==> config.mk <==
export PLATFORM = sky130hd
export DESIGN_NAME = toggle_event_rx
export DESIGN_NICKNAME = d
export VERILOG_FILES = /design/src/rtl/toggle_rx_pkg.sv /design/src/rtl/toggle_sync.sv /design/src/rtl/toggle_event_rx.sv
export SDC_FILE = /design/constraint.sdc
export NUM_CORES = 1
export LEC_CHECK = 0
export BUFFER_PORTS_ARGS = -buffer_cell sky130_fd_sc_hd__buf_2
export CELL_PAD_IN_SITES_DETAIL_PLACEMENT = 1
export CELL_PAD_IN_SITES_GLOBAL_PLACEMENT = 2
export CORE_MARGIN = 5
export CORE_UTILIZATION = 32
export DETAILED_ROUTE_END_ITERATION = 10
export PLACE_DENSITY_LB_ADDON = 0.2
export SLEW_MARGIN = 40
export SYNTH_ARGS = -nofsm -noshare
export SYNTH_HDL_FRONTEND = slang
export SYNTH_SLANG_ARGS = --single-unit
export TNS_END_PERCENT = 10
==> constraint.sdc <==
create_clock -name clk -period 6.6 [get_ports clk]
set_clock_uncertainty 0.15 [all_clocks]
set_input_delay 0.33 -clock clk [delete_from_list [all_inputs] [get_ports clk]]
set_output_delay 0.33 -clock clk [all_outputs]
set_load 0.02 [all_outputs]
==> src/rtl/toggle_rx_pkg.sv <==
// Shared definitions for the toggle-event receiver: synchroniser depth
// limits, a constant-safe clog2 for sizing counters, and the handshake
// state encoding used to describe the pending queue.
package toggle_rx_pkg;

    localparam int SYNC_MIN = 2;
    localparam int SYNC_MAX = 4;

    // Coarse view of the pending queue, derived from the event count
    typedef enum logic [1:0] {
        IDLE,
        PENDING,
        FULL
    } hsState_t;

    // Bits needed to hold the values 0 .. value-1; never returns less than 1
    function automatic int clog2(input int value);
        int result;
        int remaining;
        result    = 0;
        remaining = value - 1;
        while (remaining > 0) begin
            result    = result + 1;
            remaining = remaining >> 1;
        end
        if (result < 1) begin
            result = 1;
        end
        return result;
    endfunction

endpackage

==> src/rtl/toggle_sync.sv <==
// Multi-flop synchroniser bringing an asynchronous level into the clock
// domain. The chain resets to 0 so a freshly reset receiver sees the same
// idle level as a freshly reset transmitter.
module toggle_sync #(
    parameter int STAGES = 2
) (
    input  logic clk,
    input  logic rst,
    input  logic i_d,
    output logic o_q
);

    logic [STAGES-1:0] r_chain;

    // Shift the raw line through the chain; the last flop is the safe copy
    always_ff @(posedge clk or posedge rst) begin
        if (rst) begin
            r_chain <= '0;
        end else begin
            r_chain <= {r_chain[STAGES-2:0], i_d};
        end
    end

    assign o_q = r_chain[STAGES-1];

endmodule

==> src/rtl/toggle_event_rx.sv <==
// Receiving end of a toggle-encoded event link. Every level change on T_in
// becomes one event: a one-cycle pulse plus an entry in a saturating pending
// counter that a consumer drains through a valid/ready handshake. Events that
// arrive while the counter is full are dropped and flagged in a sticky
// overflow bit.
// Optional build macro: TOGGLE_RX_GLITCH_FILTER_EN adds a stability filter
// that only accepts a new level after FILTER_LEN consecutive cycles.
module toggle_event_rx
    import toggle_rx_pkg::*;
#(
    parameter int SYNC_STAGES = 2,
    parameter int MAX_PEND    = 7,
    parameter int FILTER_LEN  = 3
) (
    input  logic                            clk,
    input  logic                            Reset,
    input  logic                            T_in,
    output logic                            evt_pulse,
    output logic                            evt_valid,
    input  logic                            evt_ready,
    output logic [clog2(MAX_PEND+1)-1:0]    pend_count,
    output logic                            overflow,
    input  logic                            overflow_clr
);

    localparam int CW = clog2(MAX_PEND + 1);
    localparam logic [CW-1:0] MAX_CNT = CW'(MAX_PEND);

    // Reject configurations the design was not built for
    if (SYNC_STAGES < SYNC_MIN || SYNC_STAGES > SYNC_MAX) begin : g_badSync
        $error("toggle_event_rx: SYNC_STAGES out of range");
    end
    if (FILTER_LEN < 1) begin : g_badFilter
        $error("toggle_event_rx: FILTER_LEN must be at least 1");
    end

    logic          w_sync;
    logic          w_differ;
    logic          w_event;
    logic          w_dec;
    logic          w_setOvf;
    logic          r_acc;
    logic          r_pulse;
    logic [CW-1:0] r_count;
    logic          r_ovf;
    hsState_t      w_hsState;

    toggle_sync #(
        .STAGES (SYNC_STAGES)
    ) u_sync (
        .clk (clk),
        .rst (Reset),
        .i_d (T_in),
        .o_q (w_sync)
    );

    assign w_differ = (w_sync != r_acc);

`ifdef TOGGLE_RX_GLITCH_FILTER_EN
    localparam int FW = clog2(FILTER_LEN + 1);
    localparam logic [FW-1:0] FILTER_CNT = FW'(FILTER_LEN);

    logic [FW-1:0] r_stable;

    // A new level is accepted only once it has persisted FILTER_LEN cycles
    assign w_event = w_differ && (r_stable == FILTER_CNT);

    // Count consecutive cycles of disagreement; any return or acceptance restarts it
    always_ff @(posedge clk or posedge Reset) begin
        if (Reset) begin
            r_stable <= '0;
        end else if (w_differ && !w_event) begin
            r_stable <= r_stable + FW'(1);
        end else begin
            r_stable <= '0;
        end
    end
`else
    // Without the filter, any disagreement with the accepted level is an event
    assign w_event = w_differ;
`endif

    assign w_dec    = evt_valid && evt_ready;
    assign w_setOvf = w_event && !w_dec && (r_count == MAX_CNT);

    // Track the accepted line level and strobe once per accepted change
    always_ff @(posedge clk or posedge Reset) begin
        if (Reset) begin
            r_acc   <= 1'b0;
            r_pulse <= 1'b0;
        end else begin
            r_pulse <= w_event;
            if (w_event) begin
                r_acc <= w_sync;
            end
        end
    end

    // Saturating queue of events; simultaneous arrival and consumption cancel
    always_ff @(posedge clk or posedge Reset) begin
        if (Reset) begin
            r_count <= '0;
        end else if (w_event && !w_dec) begin
            if (r_count != MAX_CNT) begin
                r_count <= r_count + CW'(1);
            end
        end else if (!w_event && w_dec) begin
            r_count <= r_count - CW'(1);
        end
    end

    // Sticky record of dropped events; a new drop beats a same-cycle clear
    always_ff @(posedge clk or posedge Reset) begin
        if (Reset) begin
            r_ovf <= 1'b0;
        end else if (w_setOvf) begin
            r_ovf <= 1'b1;
        end else if (overflow_clr) begin
            r_ovf <= 1'b0;
        end
    end

    // Describe the queue occupancy for debug visibility and the checks below
    always_comb begin
        w_hsState = IDLE;
        if (r_count == MAX_CNT) begin
            w_hsState = FULL;
        end else if (r_count != '0) begin
            w_hsState = PENDING;
        end
    end

    // Nothing may be consumed from an empty queue, and the count never exceeds its limit
    assert property (@(posedge clk) disable iff (Reset) !(w_dec && w_hsState == IDLE));
    assert property (@(posedge clk) disable iff (Reset) r_count <= MAX_CNT);

    assign evt_pulse  = r_pulse;
    assign evt_valid  = (r_count != '0);
    assign pend_count = r_count;
    assign overflow   = r_ovf;

endmodule
==> results.txt, run 1 <==
Buffers inserted during clock tree synthesis total 3. The sink count of the clock tree came out at 8. The number of nets handed over by synthesis was 58.

The top cell type by area accounts for 40.7% of the synthesized area. The vertical extent of the die came out at 49.2 um. Measured against its own limit, the worst slew margin works out to just over 70%. The part of the Yosys area used for sequential elements came out at about 41%. The busiest layer in global routing is met2. The worst setup path is launched from a flip-flop. The number of buffers on the longest clock path is 2. The count of max-cap constraint violations is 0. At the pin with the least slew margin, the transition time is 417 ps. The total wire length is 1190 um. The run finished with clean final reports. The fmax is 0.406 GHz. The data required time of the worst path is 6560 ps.

The leading cell type by number of instances after synthesis is sky130_fd_sc_hd__dfrtp_1. The critical path arrival came out at 2430 ps. The die outline area came out at between 2000 and 2500 sq um. The cell leakage power came out at approximately 0.25 nW. The share of cells above drive strength 1 came out at 26.2%. The initial antenna violation count is 0. For this design the ratio of total power to cell area is around 420 nW/um^2. For this run, the leading register cell type out of synthesis is sky130_fd_sc_hd__dfrtp_1. The total routing usage reported by global routing came out at 11.6%. The total congestion overflow is 0. The wire length of the first global-routing pass is 2150 um. The final number of setup-violating endpoints came out at 0. The area growth from synthesis to layout is 16.8%. The number of synthesis warnings is 0. The share of total power dissipated in sequential elements is 38.6%.

The number of antenna diodes in the final layout is 0. The weighted congestion at the end of routability-driven global placement came out at 0.694. The synthesized netlist contains 26 unique library cells. Summed over all nets, the switching power comes to 0.108 mW.

The initial standard-cell utilization of the core came out at 33.0%. The number of levels the H-tree was split into is 1. The post-DP HPWL came out at 881 um. The detail-routed net length per standard cell is 15.5 um. The number of detailed-routing iterations run before antenna repair is 4. The highest fanout seen on the critical path came out at 13. Yosys attributes the largest share of cell area to sky130_fd_sc_hd__dfrtp_1, sky130_fd_sc_hd__xnor2_4, sky130_fd_sc_hd__fa_1. The cell-internal power is 0.131 mW. The post-CTS resize count is 0.

The share of the clock period used by the worst path after layout is 37.3%. Summed over all failing endpoints, the final setup total negative slack is 0 ps. In the synthesized netlist, the cells that appear most often are sky130_fd_sc_hd__dfrtp_1, sky130_fd_sc_hd__clkbuf_1, sky130_fd_sc_hd__nand2_1.

The smallest hold slack is 40.9 ps. For this run, global-route usage on met1 was measured as 15.5%. The total I/O pin count is 11. The clock network fraction of total power came out at between 10% and 20%.

Combinational logic is responsible for roughly 46% of the overall power. The clock latency at the later pin of the worst-skew pair is 240 ps. Setup repair after global routing left no endpoint under its margin. In this run the worst hold path is classified as input pin to flip-flop. The number of global-route vias before repair came out at 431. The placement row count is 14. The combined area of all synthesized cells is 492 sq um. The starting DRC count in detailed routing came out at 6.

The number of register bits inferred by synthesis is 8. In this run the remaining antenna-violating nets after routing total 0. The total of fill cells in the finished design came out at 181. The worst path in the final design needs a cycle of 2460 ps, including I/O delays and setup. Clock tree synthesis selected as its root buffer the cell sky130_fd_sc_hd__clkbuf_4. The fraction of power spent switching nets is between 40% and 50%. The endpoint class of the critical path is a flip-flop. The hold violation count in the final report came to 0. The vias after detailed routing came out at 420. The vias per cell came out at 5.45. The peak supply drop is 0.000162 V. The floorplan core area is 1490 sq um.

In the synthesized netlist the async set-or-reset flop fraction comes to 100%. The cell type with the largest total area after synthesis is sky130_fd_sc_hd__dfrtp_1. The instance count of the mapped netlist came out at 52. In this run the tool buffered the top-level ports with 10 buffer cells. The fraction of met3 tracks used by global routing came out at 4.28%. The count of buffers added by post-CTS timing repair for setup is 0. The clock input transition at the sequential cells of the worst setup and hold paths came out at approximately 50 ps. The global-route track usage on met2 is between 10% and 20%. The pin count of the biggest net entering global routing came out at 14. The net count of the finished layout is 69. The width of the die came out at 49.2 um. The max-slew violation total from the final report is 0. The number of remaining DRC errors came out at 0. TritonCTS built the clock tree. The mean post-synth cell area came out at 9.46 sq um. The critical path is of the flip-flop to flip-flop type. The count of flip-flops with a built-in enable after synthesis came out at 0.
-- kinds of logic (layout without fill, tap and decap cells) --
family,count (synthesis),count (layout),share of synthesized area (%)
flops,8,8,40.7
simple gates,18,18,20.9
fa+ha+maj,1,1,4.07
compound gates,13,13,17.3
xor+xnor,2,2,7.38
buf+inv,9,18,7.63
mux,1,1,2.04
-- critical path, stage by stage, from the launching register on --
cell	delay [ps]
sky130_fd_sc_hd__dfrtp_1	530
sky130_fd_sc_hd__or3_1	430
sky130_fd_sc_hd__nand2_1	80
sky130_fd_sc_hd__nand2_1	60
sky130_fd_sc_hd__fa_1	470
sky130_fd_sc_hd__mux2i_1	150
sky130_fd_sc_hd__o22ai_1	90
sky130_fd_sc_hd__or3_1	370
-- state kept, by name, indices dropped and copies added, names as in the netlist --
| register | cells |
|---|---|
| r_acc | 1 |
| pend_count | 3 |
| evt_pulse | 1 |
| u_sync.r_chain | 2 |
| overflow | 1 |
-- worst paths after layout --
| path | start | endpoint | slack (ps) | depth (start not counted) |
|---|---|---|---|---|
| worst min register to register | u_sync.r_chain[0] | u_sync.r_chain[1] | 210 | 0 |
| max in group asynchronous | Reset | pend_count[2] | 5650 | 3 |
| min in group asynchronous | Reset | r_acc | 420 | 3 |
| worst min-delay path | T_in | u_sync.r_chain[0] | 40 | 1 |
| worst max register to register | pend_count[0] | pend_count[1] | 4140 | 7 |
| worst max-delay path | pend_count[0] | pend_count[1] | 4140 | 7 |
-- stage by stage --
stage                     setup slack [ps]  utilization, %  power, mW  std cells  area, sq um
final                                 4140            38.6      0.239         77          574
after detailed placement              4150            36.4      0.204         73          542
after global routing                  3970            38.6      0.262         77          574
after floorplan                       3990               -      0.172         52          492
after global placement                4160            36.4      0.203         73          542
after CTS                             4130            38.6      0.242         77          574
-- routing by layer --
metal	routed length [um]	vias to the layer above	share of wire, %
met4	17	0	1.4
li1	-	204	-
met1	528	203	44
met2	589	11	49
met5	0	-	0
met3	56	2	4.7
-- layout by cell type (no fill, tap or decap), drive strengths merged, types with 2 or more instances in the layout --
master | synthesis | routed
buf | 1 | 10
dfrtp | 8 | 8
nand2 | 4 | 4
inv | 4 | 4
nor2b | 3 | 3
nor2 | 3 | 3
clkbuf | 4 | 3
or3 | 3 | 3
o21ai | 3 | 3
nand4b | 2 | 2
o21a | 2 | 2
o31ai | 2 | 2
nand4 | 2 | 2
o22ai | 2 | 2
xnor2 | 2 | 2
-- cell type report --
type / instances / area [sq um] / share of cell area (%)
repair buffers: 11 / 60.1 / 10.5
well taps: 16 / 20.0 / 3.49
inverters: 4 / 17.5 / 3.05
clock buffers: 3 / 22.5 / 3.92
flip-flops and latches: 8 / 200 / 34.9
multi-input cells: 35 / 254 / 44.2
-- power groups by stage --
stage / logic [mW] / registers (mW) / clock network, mW
floorplan: 0.0856 / 0.0860 / 0
global placement: 0.109 / 0.0932 / 0
detailed placement: 0.111 / 0.0926 / 0
CTS: 0.113 / 0.0917 / 0.0375
global route: 0.125 / 0.0959 / 0.0412
finish: 0.111 / 0.0922 / 0.0356
-- what timing repair did --
item                                   4_1_cts  5_1_grt
endpoints found under the hold margin        8        0
setup endpoints to repair                    0        0
hold buffers                                 1        0
(Power assumes the default switching activity.)
==> inputs of run 2 (changes only) <==
--- a/config.mk
+++ b/config.mk
@@ -5,11 +5,12 @@
 export SDC_FILE = /design/constraint.sdc
 export NUM_CORES = 1
 export LEC_CHECK = 0
+export ABC_AREA = 1
 export BUFFER_PORTS_ARGS = -buffer_cell sky130_fd_sc_hd__buf_2
 export CELL_PAD_IN_SITES_DETAIL_PLACEMENT = 1
 export CELL_PAD_IN_SITES_GLOBAL_PLACEMENT = 2
 export CORE_MARGIN = 5
-export CORE_UTILIZATION = 32
+export CORE_UTILIZATION = 27
 export DETAILED_ROUTE_END_ITERATION = 10
 export PLACE_DENSITY_LB_ADDON = 0.2
 export SLEW_MARGIN = 40
==> constraint.sdc (replaced) <==
create_clock -name clk -period 2.5 [get_ports clk]
set_clock_uncertainty 0.15 [all_clocks]
set_input_delay 0.125 -clock clk [delete_from_list [all_inputs] [get_ports clk]]
set_output_delay 0.125 -clock clk [all_outputs]
set_load 0.02 [all_outputs]
==> run 2 against run 1 <==
Compared with the run above:
- utilization is 0.68 points lower
- wire length is 32% lower
- final area is 13% lower
- die area is 6.4% lower
- final cell count is 10% lower
- flip-flop and latch count stayed put
- worst setup slack worse by 3500 ps
- non-clock buffer count is 2 higher
==> results.txt, run 2 <==
The sequential power share is 36.2% (was 38.6%). The share of the clock period used by the worst path after layout came to 73.1% (was 37.3%). The flip-flop count of the largest register, all copies and words added came out at 3 (unchanged). The remaining antenna violation count came out at 0 (unchanged).

The post-DP HPWL came out at 641 um (was 881 um). The total congestion overflow came out at 0 (unchanged). The post-route cell area came out at 499 sq um (was 574 sq um). The post-CTS resize count is 0 (unchanged). The post-route setup TNS came out at 0 ps (unchanged). The ratio of total power to cell area came out at 1110 nW/um^2 (was 416 nW/um^2). The share of cells above drive strength 1 came out at 42.6% (was 26.2%). The hold violation count in the final report came out at 0 (unchanged). The number of synthesis warnings came to 0 (unchanged). The data required time of the worst path is 2500 ps (was 6560 ps).

The worst-case headroom to the max-slew limit came out at 79.6% (was 72.2%). The pin count of the biggest net entering global routing came out at 9 (was 14). The slew at the pin closest to its max-slew limit is 306 ps (was 417 ps). The clock latency at the later pin of the worst-skew pair came out at 250 ps (was 240 ps). The cell leakage power is 0.261 nW (was 0.248 nW). The delay of the slowest cell on the worst path was 440 ps (was 530 ps). The placement row count is 13 (was 14). The initial antenna violation count came to 0 (unchanged). The number of levels the H-tree was split into came out at 1 (unchanged). The count of buffers added by post-CTS timing repair for setup came to 0 (unchanged). The post-detailed-placement cell area came to 447 sq um (was 542 sq um). The fmax came to 0.547 GHz (was 0.406 GHz). The mean post-synth cell area came out at 9.79 sq um (was 9.46 sq um).

The combinational share of power came out at 45.2% (was 46.4%). The peak supply drop came to 0.000339 V (was 0.000162 V). The fraction of synthesis flops using an asynchronous set or reset pin came out at 100% (unchanged). The critical path arrival was 1820 ps (was 2430 ps).

The combinational family with the most area after synthesis was simple AND/OR/NAND/NOR gates (unchanged). Run status: completed (unchanged). The vertical extent of the die came out at 47.6 um (was 49.2 um).

The final number of setup-violating endpoints is 0 (unchanged). The clock period minus final worst setup slack came out at 1830 ps (was 2460 ps). The highest fanout seen on the critical path came out at 5 (was 13). The hold path depth came to 4 (was 1). The post-synthesis share of cell area spent on full adders, half adders and majority gates is 5.25% (was 4.07%).

The number of global-route vias before repair is 332 (was 431). The floorplan core area is 1320 sq um (was 1490 sq um). The kind of cell adding the most delay to the critical path is simple AND/OR/NAND/NOR gates (unchanged). The synthesized-area fraction occupied by and/or/nand/nor cells is 29.2% (was 20.9%). The kind of critical path is flip-flop to flip-flop (unchanged). The area fraction in compound gates after synthesis is 2.95% (was 17.3%). The growth of design area from synthesis to finish came to 30.8% (was 16.8%).

The path class of the lowest-slack min-delay path is input pin to flip-flop (unchanged). The vias per cell came out at 4.35 (was 5.45). Most used standard cells in the synthesized netlist: sky130_fd_sc_hd__dfrtp_1, sky130_fd_sc_hd__nand2_1, sky130_fd_sc_hd__inv_1, sky130_fd_sc_hd__nand2_2, sky130_fd_sc_hd__nand3_1 (was sky130_fd_sc_hd__dfrtp_1, sky130_fd_sc_hd__clkbuf_1, sky130_fd_sc_hd__nand2_1).

The most frequent standard cell in the layout excluding fill and tap cells is sky130_fd_sc_hd__buf_2 (unchanged). Cell types occupying the most area after synthesis: sky130_fd_sc_hd__dfrtp_1, sky130_fd_sc_hd__nand2_2, sky130_fd_sc_hd__nand2_1 (was sky130_fd_sc_hd__dfrtp_1, sky130_fd_sc_hd__xnor2_4, sky130_fd_sc_hd__fa_1). The width of the die is 47.6 um (was 49.2 um). The initial standard-cell utilization of the core came to 29.0% (was 33.0%).

The startpoint type of the worst setup path is a flip-flop (unchanged). Critical-path cell list: nor2_1 -> nand2_2 -> nand2_4 -> nand2_2 -> fa_1 -> inv_1 -> nand2_2 -> nand2_2 -> nand2_1 -> nand2_1 -> nand2_1 (was or3_1 -> nand2_1 -> nand2_1 -> fa_1 -> mux2i_1 -> o22ai_1 -> or3_1). The cell type with the largest total area after synthesis was sky130_fd_sc_hd__dfrtp_1 (unchanged).

The number of CTS-inserted buffers came out at 3 (unchanged). The TritonCTS clock tree is built (unchanged). The part of the Yosys area used for sequential elements came to 52.5% (was 40.7%). The sink count of the clock tree was 8 (unchanged). The leading register cell type out of synthesis was sky130_fd_sc_hd__dfrtp_1 (unchanged).

The clock network fraction of total power came out at 18.6% (was 14.9%). The number of buffers inserted for hold repair after clock tree synthesis came out at 3 (was 1). The wire length of the first global-routing pass came to 1370 um (was 2150 um).

The critical path's most frequent cell is sky130_fd_sc_hd__nand2_2. The number of remaining DRC errors is 0 (unchanged). The number of distinct standard cells referenced by the synthesized netlist is 15 (was 26). The length in cells of the worst reg-to-reg path was 11 (was 7). The quantity of I/O buffers inserted on ports came out at 10 (unchanged). The starting DRC count in detailed routing is 0 (was 6). The max-slew violation total from the final report came out at 0 (unchanged). The total routing usage reported by global routing came to 8.74% (was 11.6%). Unrepaired setup endpoints after global routing: false (unchanged). The cell-internal power came out at 0.309 mW (was 0.131 mW). The count of max-cap constraint violations came out at 0 (unchanged). The weighted congestion at the end of routability-driven global placement is 0.641 (was 0.694).

The detail-routed net length per standard cell is 11.7 um (was 15.5 um). The total wire length was 804 um (was 1190 um). The smallest hold slack is 102 ps (was 40.9 ps).

The area share of the largest cell type after synthesis came to 52.5% (was 40.7%). The number of detailed-routing iterations run before antenna repair came out at 1 (was 4). The number of buffers on the longest clock path was 2 (unchanged).

The slowest cell on the critical path was sky130_fd_sc_hd__dfrtp_1 (unchanged). The die outline area came to 2270 sq um (was 2420 sq um). The total I/O pin count was 11 (unchanged). The root buffer selected by CTS is sky130_fd_sc_hd__clkbuf_4 (unchanged). The clock input transition at the sequential cells of the worst setup and hold paths came out at 60 ps (was 50 ps). The number of register bits inferred by synthesis is 8 (unchanged).

The net count of the finished layout came out at 62 (was 69). The leading cell type by number of instances after synthesis is sky130_fd_sc_hd__dfrtp_1 (unchanged). The post-synthesis mux area share came to 0% (was 2.04%). The switching component of the power is 0.246 mW (was 0.108 mW). The endpoint class of the critical path is a flip-flop (unchanged). The instance count of the mapped netlist is 39 (was 52).

Highest-count cells in the layout ignoring fill and taps: sky130_fd_sc_hd__buf_2, sky130_fd_sc_hd__dfrtp_1, sky130_fd_sc_hd__nand2_1 (unchanged). The antenna diode count is 0 (unchanged). The xor/xnor cell area share of the yosys netlist came out at 2.30% (was 7.38%). The count of flip-flops with a built-in enable after synthesis came out at 0 (unchanged). The vias after detailed routing is 300 (was 420). The combined area of all synthesized cells is 382 sq um (was 492 sq um). The logic depth of the worst setup path including buffers is 11 (was 7). The number of buffer and inverter instances along the worst setup path came out at 1 (was 0).

The overall power consumption came out at 0.555 mW (was 0.239 mW). The fraction of power spent switching nets came to 44.3% (was 45.2%). The number of nets in the synthesized netlist is 45 (was 58).
run 2: changes by cell type after synthesis, sizes merged, moves of 3 or more:
| cell | delta |
|---|---|
| inv | +3 |
| nor2b | -3 |
| nand2 | +9 |
| or3 | -3 |
| nand3 | +4 |
| clkbuf | -3 |
run 2: kinds of logic (layout without fill, tap and decap cells):
family	Yosys count	count (layout)
flip-flops	8	8
buffers and inverters	8	23
XOR/XNOR	1	1
AO/OA/AOI/OAI	2	2
adder cells (fa/ha/maj)	1	1
AND/OR/NAND/NOR	19	19
run 2: final cells by class:
type	count	area, sq um
fillers	151	818
well taps	15	18.8
multi-input cells	23	151
flip-flops and latches	8	200
inverters	7	26.3
repair buffers	13	80.1
clock buffers	3	22.5
run 2: worst paths after layout:
| kind | endpoint | slack, ps | start |
|---|---|---|---|
| hold / removal | overflow | 100 | evt_ready |
| min in group asynchronous | u_sync.r_chain[1] | 200 | Reset |
| hold reg to reg | u_sync.r_chain[1] | 210 | u_sync.r_chain[0] |
| setup reg to reg | pend_count[2] | 670 | pend_count[0] |
| setup / recovery | pend_count[2] | 670 | pend_count[0] |
| max in group asynchronous | overflow | 1770 | Reset |
run 2: tightest hold or removal path, delay by kind of cell:
kind / cells / cell delay (ps)
and+or+nand+nor: 2 / 160
buffers and inverters: 1 / 110
AOI/OAI and AO/OA: 1 / 70
run 2: power by group through the flow:
stage | Sequential (mW) | Combinational (mW) | Clock (mW)
2_1_floorplan | 0.234 | 0.143 | 0
3_3_place_gp | 0.201 | 0.237 | 0
3_5_place_dp | 0.205 | 0.252 | 0
4_1_cts | 0.203 | 0.256 | 0.108
5_1_grt | 0.209 | 0.283 | 0.114
6_report | 0.201 | 0.251 | 0.103
run 2: metal layers:
metal	share of wire, %	track usage (%)	wire length [um]
met2	53	15.8	424
met1	41	9.79	326
met4	0	3.23	0
met5	0	0	0
met3	6.6	2.26	53
run 2: per-stage QoR:
stage	setup slack (ps)	cells	util, %
2_1_floorplan	627	39	-
3_3_place_gp	711	63	33.9
3_5_place_dp	657	63	33.9
4_1_cts	647	69	37.9
5_1_grt	531	69	37.9
6_report	673	69	37.9
==> inputs of run 3 (changes only) <==
--- a/config.mk
+++ b/config.mk
@@ -10,7 +10,7 @@
 export CELL_PAD_IN_SITES_DETAIL_PLACEMENT = 1
 export CELL_PAD_IN_SITES_GLOBAL_PLACEMENT = 2
 export CORE_MARGIN = 5
-export CORE_UTILIZATION = 27
+export CORE_UTILIZATION = 24
 export DETAILED_ROUTE_END_ITERATION = 10
 export PLACE_DENSITY_LB_ADDON = 0.2
 export SLEW_MARGIN = 40
==> constraint.sdc (replaced) <==
create_clock -name clk -period 1.65 [get_ports clk]
set_clock_uncertainty 0.15 [all_clocks]
set_input_delay 0.0825 -clock clk [delete_from_list [all_inputs] [get_ports clk]]
set_output_delay 0.0825 -clock clk [all_outputs]
set_load 0.02 [all_outputs]
==> run 3 against run 2 <==
Compared with the run above:
- the flow now finishes with violations (negative setup slack)
- critical path depth unchanged
- sequential share of layout area down 5.1 points
- utilization rose by 0.56 points
- global-route usage is 0.55 points higher
- critical path type unchanged
- via count rose by 14%
- clock-buffer cell count grew 1
==> results.txt, run 3 (synthesis results as in run 2) <==
Run status: finished with violations (was completed). The checks that failed: negative setup slack. The worst-case headroom to the max-slew limit is 78.2% (was 79.6%). The floorplan core area is 1510 sq um (was 1320 sq um). The worst slack at placement is -28.4 ps (was 657 ps). The pin count of the biggest net entering global routing came out at 9 (unchanged). The total routing usage reported by global routing came out at 9.29% (was 8.74%). The remaining antenna violation count was 0 (unchanged).

The peak supply drop is 0.000542 V (was 0.000339 V). The initial standard-cell utilization of the core came out at 25.3% (was 29.0%). The slew at the pin closest to its max-slew limit came out at 326 ps (was 306 ps). The antenna diode count is 0 (unchanged).

The initial antenna violation count was 0 (unchanged). The setup slack of the critical path after layout is -15.2 ps (was 673 ps). The placement row count came out at 14 (was 13). The share of the clock period used by the worst path after layout is 101% (was 73.1%).

The highest fanout seen on the critical path was 2 (was 5). The kind of critical path is flip-flop to flip-flop (unchanged). The total wire length is 947 um (was 804 um). The number of detailed-routing iterations run before antenna repair came out at 2 (was 1). The path class of the lowest-slack min-delay path is input pin to flip-flop (unchanged). The ratio of total power to cell area came to 1720 nW/um^2 (was 1110 nW/um^2).

The clock latency at the later pin of the worst-skew pair is 260 ps (was 250 ps). The most frequent standard cell in the layout excluding fill and tap cells is sky130_fd_sc_hd__buf_2 (unchanged). The wire length of the first global-routing pass is 1770 um (was 1370 um). The hold violation count in the final report was 0 (unchanged). The final number of setup-violating endpoints came out at 1 (was 0). The quantity of I/O buffers inserted on ports is 10 (unchanged). The clock period minus final worst setup slack is 1670 ps (was 1830 ps).

Unrepaired setup endpoints after global routing: true (was false). The startpoint type of the worst setup path is a flip-flop (unchanged). The clock input transition at the sequential cells of the worst setup and hold paths is 60 ps (about the same). The cell leakage power came out at 0.301 nW (was 0.261 nW). The flip-flop count of the largest register, all copies and words added is 3 (unchanged). The TritonCTS clock tree is built (unchanged). The die outline area was 2490 sq um (was 2270 sq um). The post-DP HPWL came out at 746 um (was 641 um). The vias after detailed routing is 342 (was 300).

The utilization after layout is 38.5% (was 37.9%). The number of levels the H-tree was split into came to 1 (unchanged). The sink count of the clock tree came out at 8 (unchanged). The count of max-cap constraint violations came to 0 (unchanged). The number of CTS-inserted buffers is 3 (unchanged). The number of global-route vias before repair is 373 (was 332). The critical path arrival is 1670 ps (was 1820 ps). The endpoint class of the critical path was a flip-flop (unchanged).

The total I/O pin count is 11 (unchanged). The data required time of the worst path came to 1650 ps (was 2500 ps). The overall power consumption came out at 0.997 mW (was 0.555 mW). The number of buffers on the longest clock path came out at 2 (unchanged). The weighted congestion at the end of routability-driven global placement is 0.775 (was 0.641). The number of remaining DRC errors is 0 (unchanged). The detail-routed net length per standard cell is 12.0 um (was 11.7 um). The width of the die was 49.9 um (was 47.6 um). The growth of design area from synthesis to finish is 51.8% (was 30.8%). The starting DRC count in detailed routing is 1 (was 0). The fmax came out at 0.601 GHz (was 0.547 GHz). The total congestion overflow is 0 (unchanged). The net count of the finished layout came out at 70 (was 62).

The vertical extent of the die came out at 49.9 um (was 47.6 um). The smallest hold slack is 121 ps (was 102 ps). The max-slew violation total from the final report was 0 (unchanged).

The share of cells above drive strength 1 is 58.7% (was 42.6%). The root buffer selected by CTS is sky130_fd_sc_hd__clkbuf_4 (unchanged). Highest-count cells in the layout ignoring fill and taps: sky130_fd_sc_hd__buf_2, sky130_fd_sc_hd__buf_4, sky130_fd_sc_hd__dfrtp_1 (was sky130_fd_sc_hd__buf_2, sky130_fd_sc_hd__dfrtp_1, sky130_fd_sc_hd__nand2_1).

The vias per cell came out at 4.33 (was 4.35).
[run 3: repair_timing]
action / 4_1_cts / 5_1_grt
resized for setup: 1 / 1
endpoints found under the setup margin: 1 / 2
hold buffers: 3 / 0
hold endpoints to repair: 10 / 0
buffers inserted: 0 / 1
pin swaps: 0 / 2
[run 3: power breakdown]
group	switching [mW]	leakage [nW]	internal [mW]
registers	0.0307	0.0947	0.250
clock network	0.0735	0.0150	0.0929
logic	0.312	0.192	0.239
total	0.416	0.301	0.581
[run 3: path summary, 6_finish.rpt]
check                                        from                end  slack, ps  depth (start not counted)
min in group asynchronous                   Reset      pend_count[1]        160                          3
worst max-delay path                pend_count[0]      pend_count[2]        -20                         11
max in group asynchronous                   Reset      pend_count[2]        930                          3
worst max register to register      pend_count[0]      pend_count[2]        -20                         11
worst min register to register  u_sync.r_chain[0]  u_sync.r_chain[1]        210                          0
worst min-delay path                    evt_ready           overflow        120                          5
[run 3: cell type report]
cell class / instances / area (sq um)
flip-flops and latches: 8 / 203
multi-input cells: 23 / 164
well taps: 16 / 20.0
fillers: 186 / 927
repair buffers: 21 / 140
clock buffers: 4 / 26.3
inverters: 7 / 26.3
[run 3: stage by stage]
| stage | setup TNS (ps) | instance area [sq um] | std cells |
|---|---|---|---|
| after detailed placement | -28.4 | 508 | 71 |
| after global placement | 0 | 508 | 71 |
| after floorplan | -247 | 389 | 39 |
| after global routing | -126 | 579 | 79 |
| final | -15.2 | 579 | 79 |
| after CTS | -35.9 | 569 | 78 |
[run 3: worst max-delay path, cell delays in order, from the launching register on]
cell and delay, ps:
sky130_fd_sc_hd__dfrtp_2 410, sky130_fd_sc_hd__nor2_2 110, sky130_fd_sc_hd__nand2_2 80, sky130_fd_sc_hd__nand2_4 80, sky130_fd_sc_hd__nand2_4 50, sky130_fd_sc_hd__fa_2 340, sky130_fd_sc_hd__inv_2 60, sky130_fd_sc_hd__nand2_2 50
sky130_fd_sc_hd__nand2_2 70, sky130_fd_sc_hd__nand2_2 50, sky130_fd_sc_hd__nand2_1 50, sky130_fd_sc_hd__nand2_1 50
[run 3: per-layer routing]
metal / vias to the layer above / wire (um) / GRT usage (%)
li1: 169 / - / -
met2: 7 / 521 / 14.6
met3: 0 / 49 / 3.31
met1: 166 / 375 / 10.7
met4: 0 / 0 / 5.24
met5: - / 0 / 0
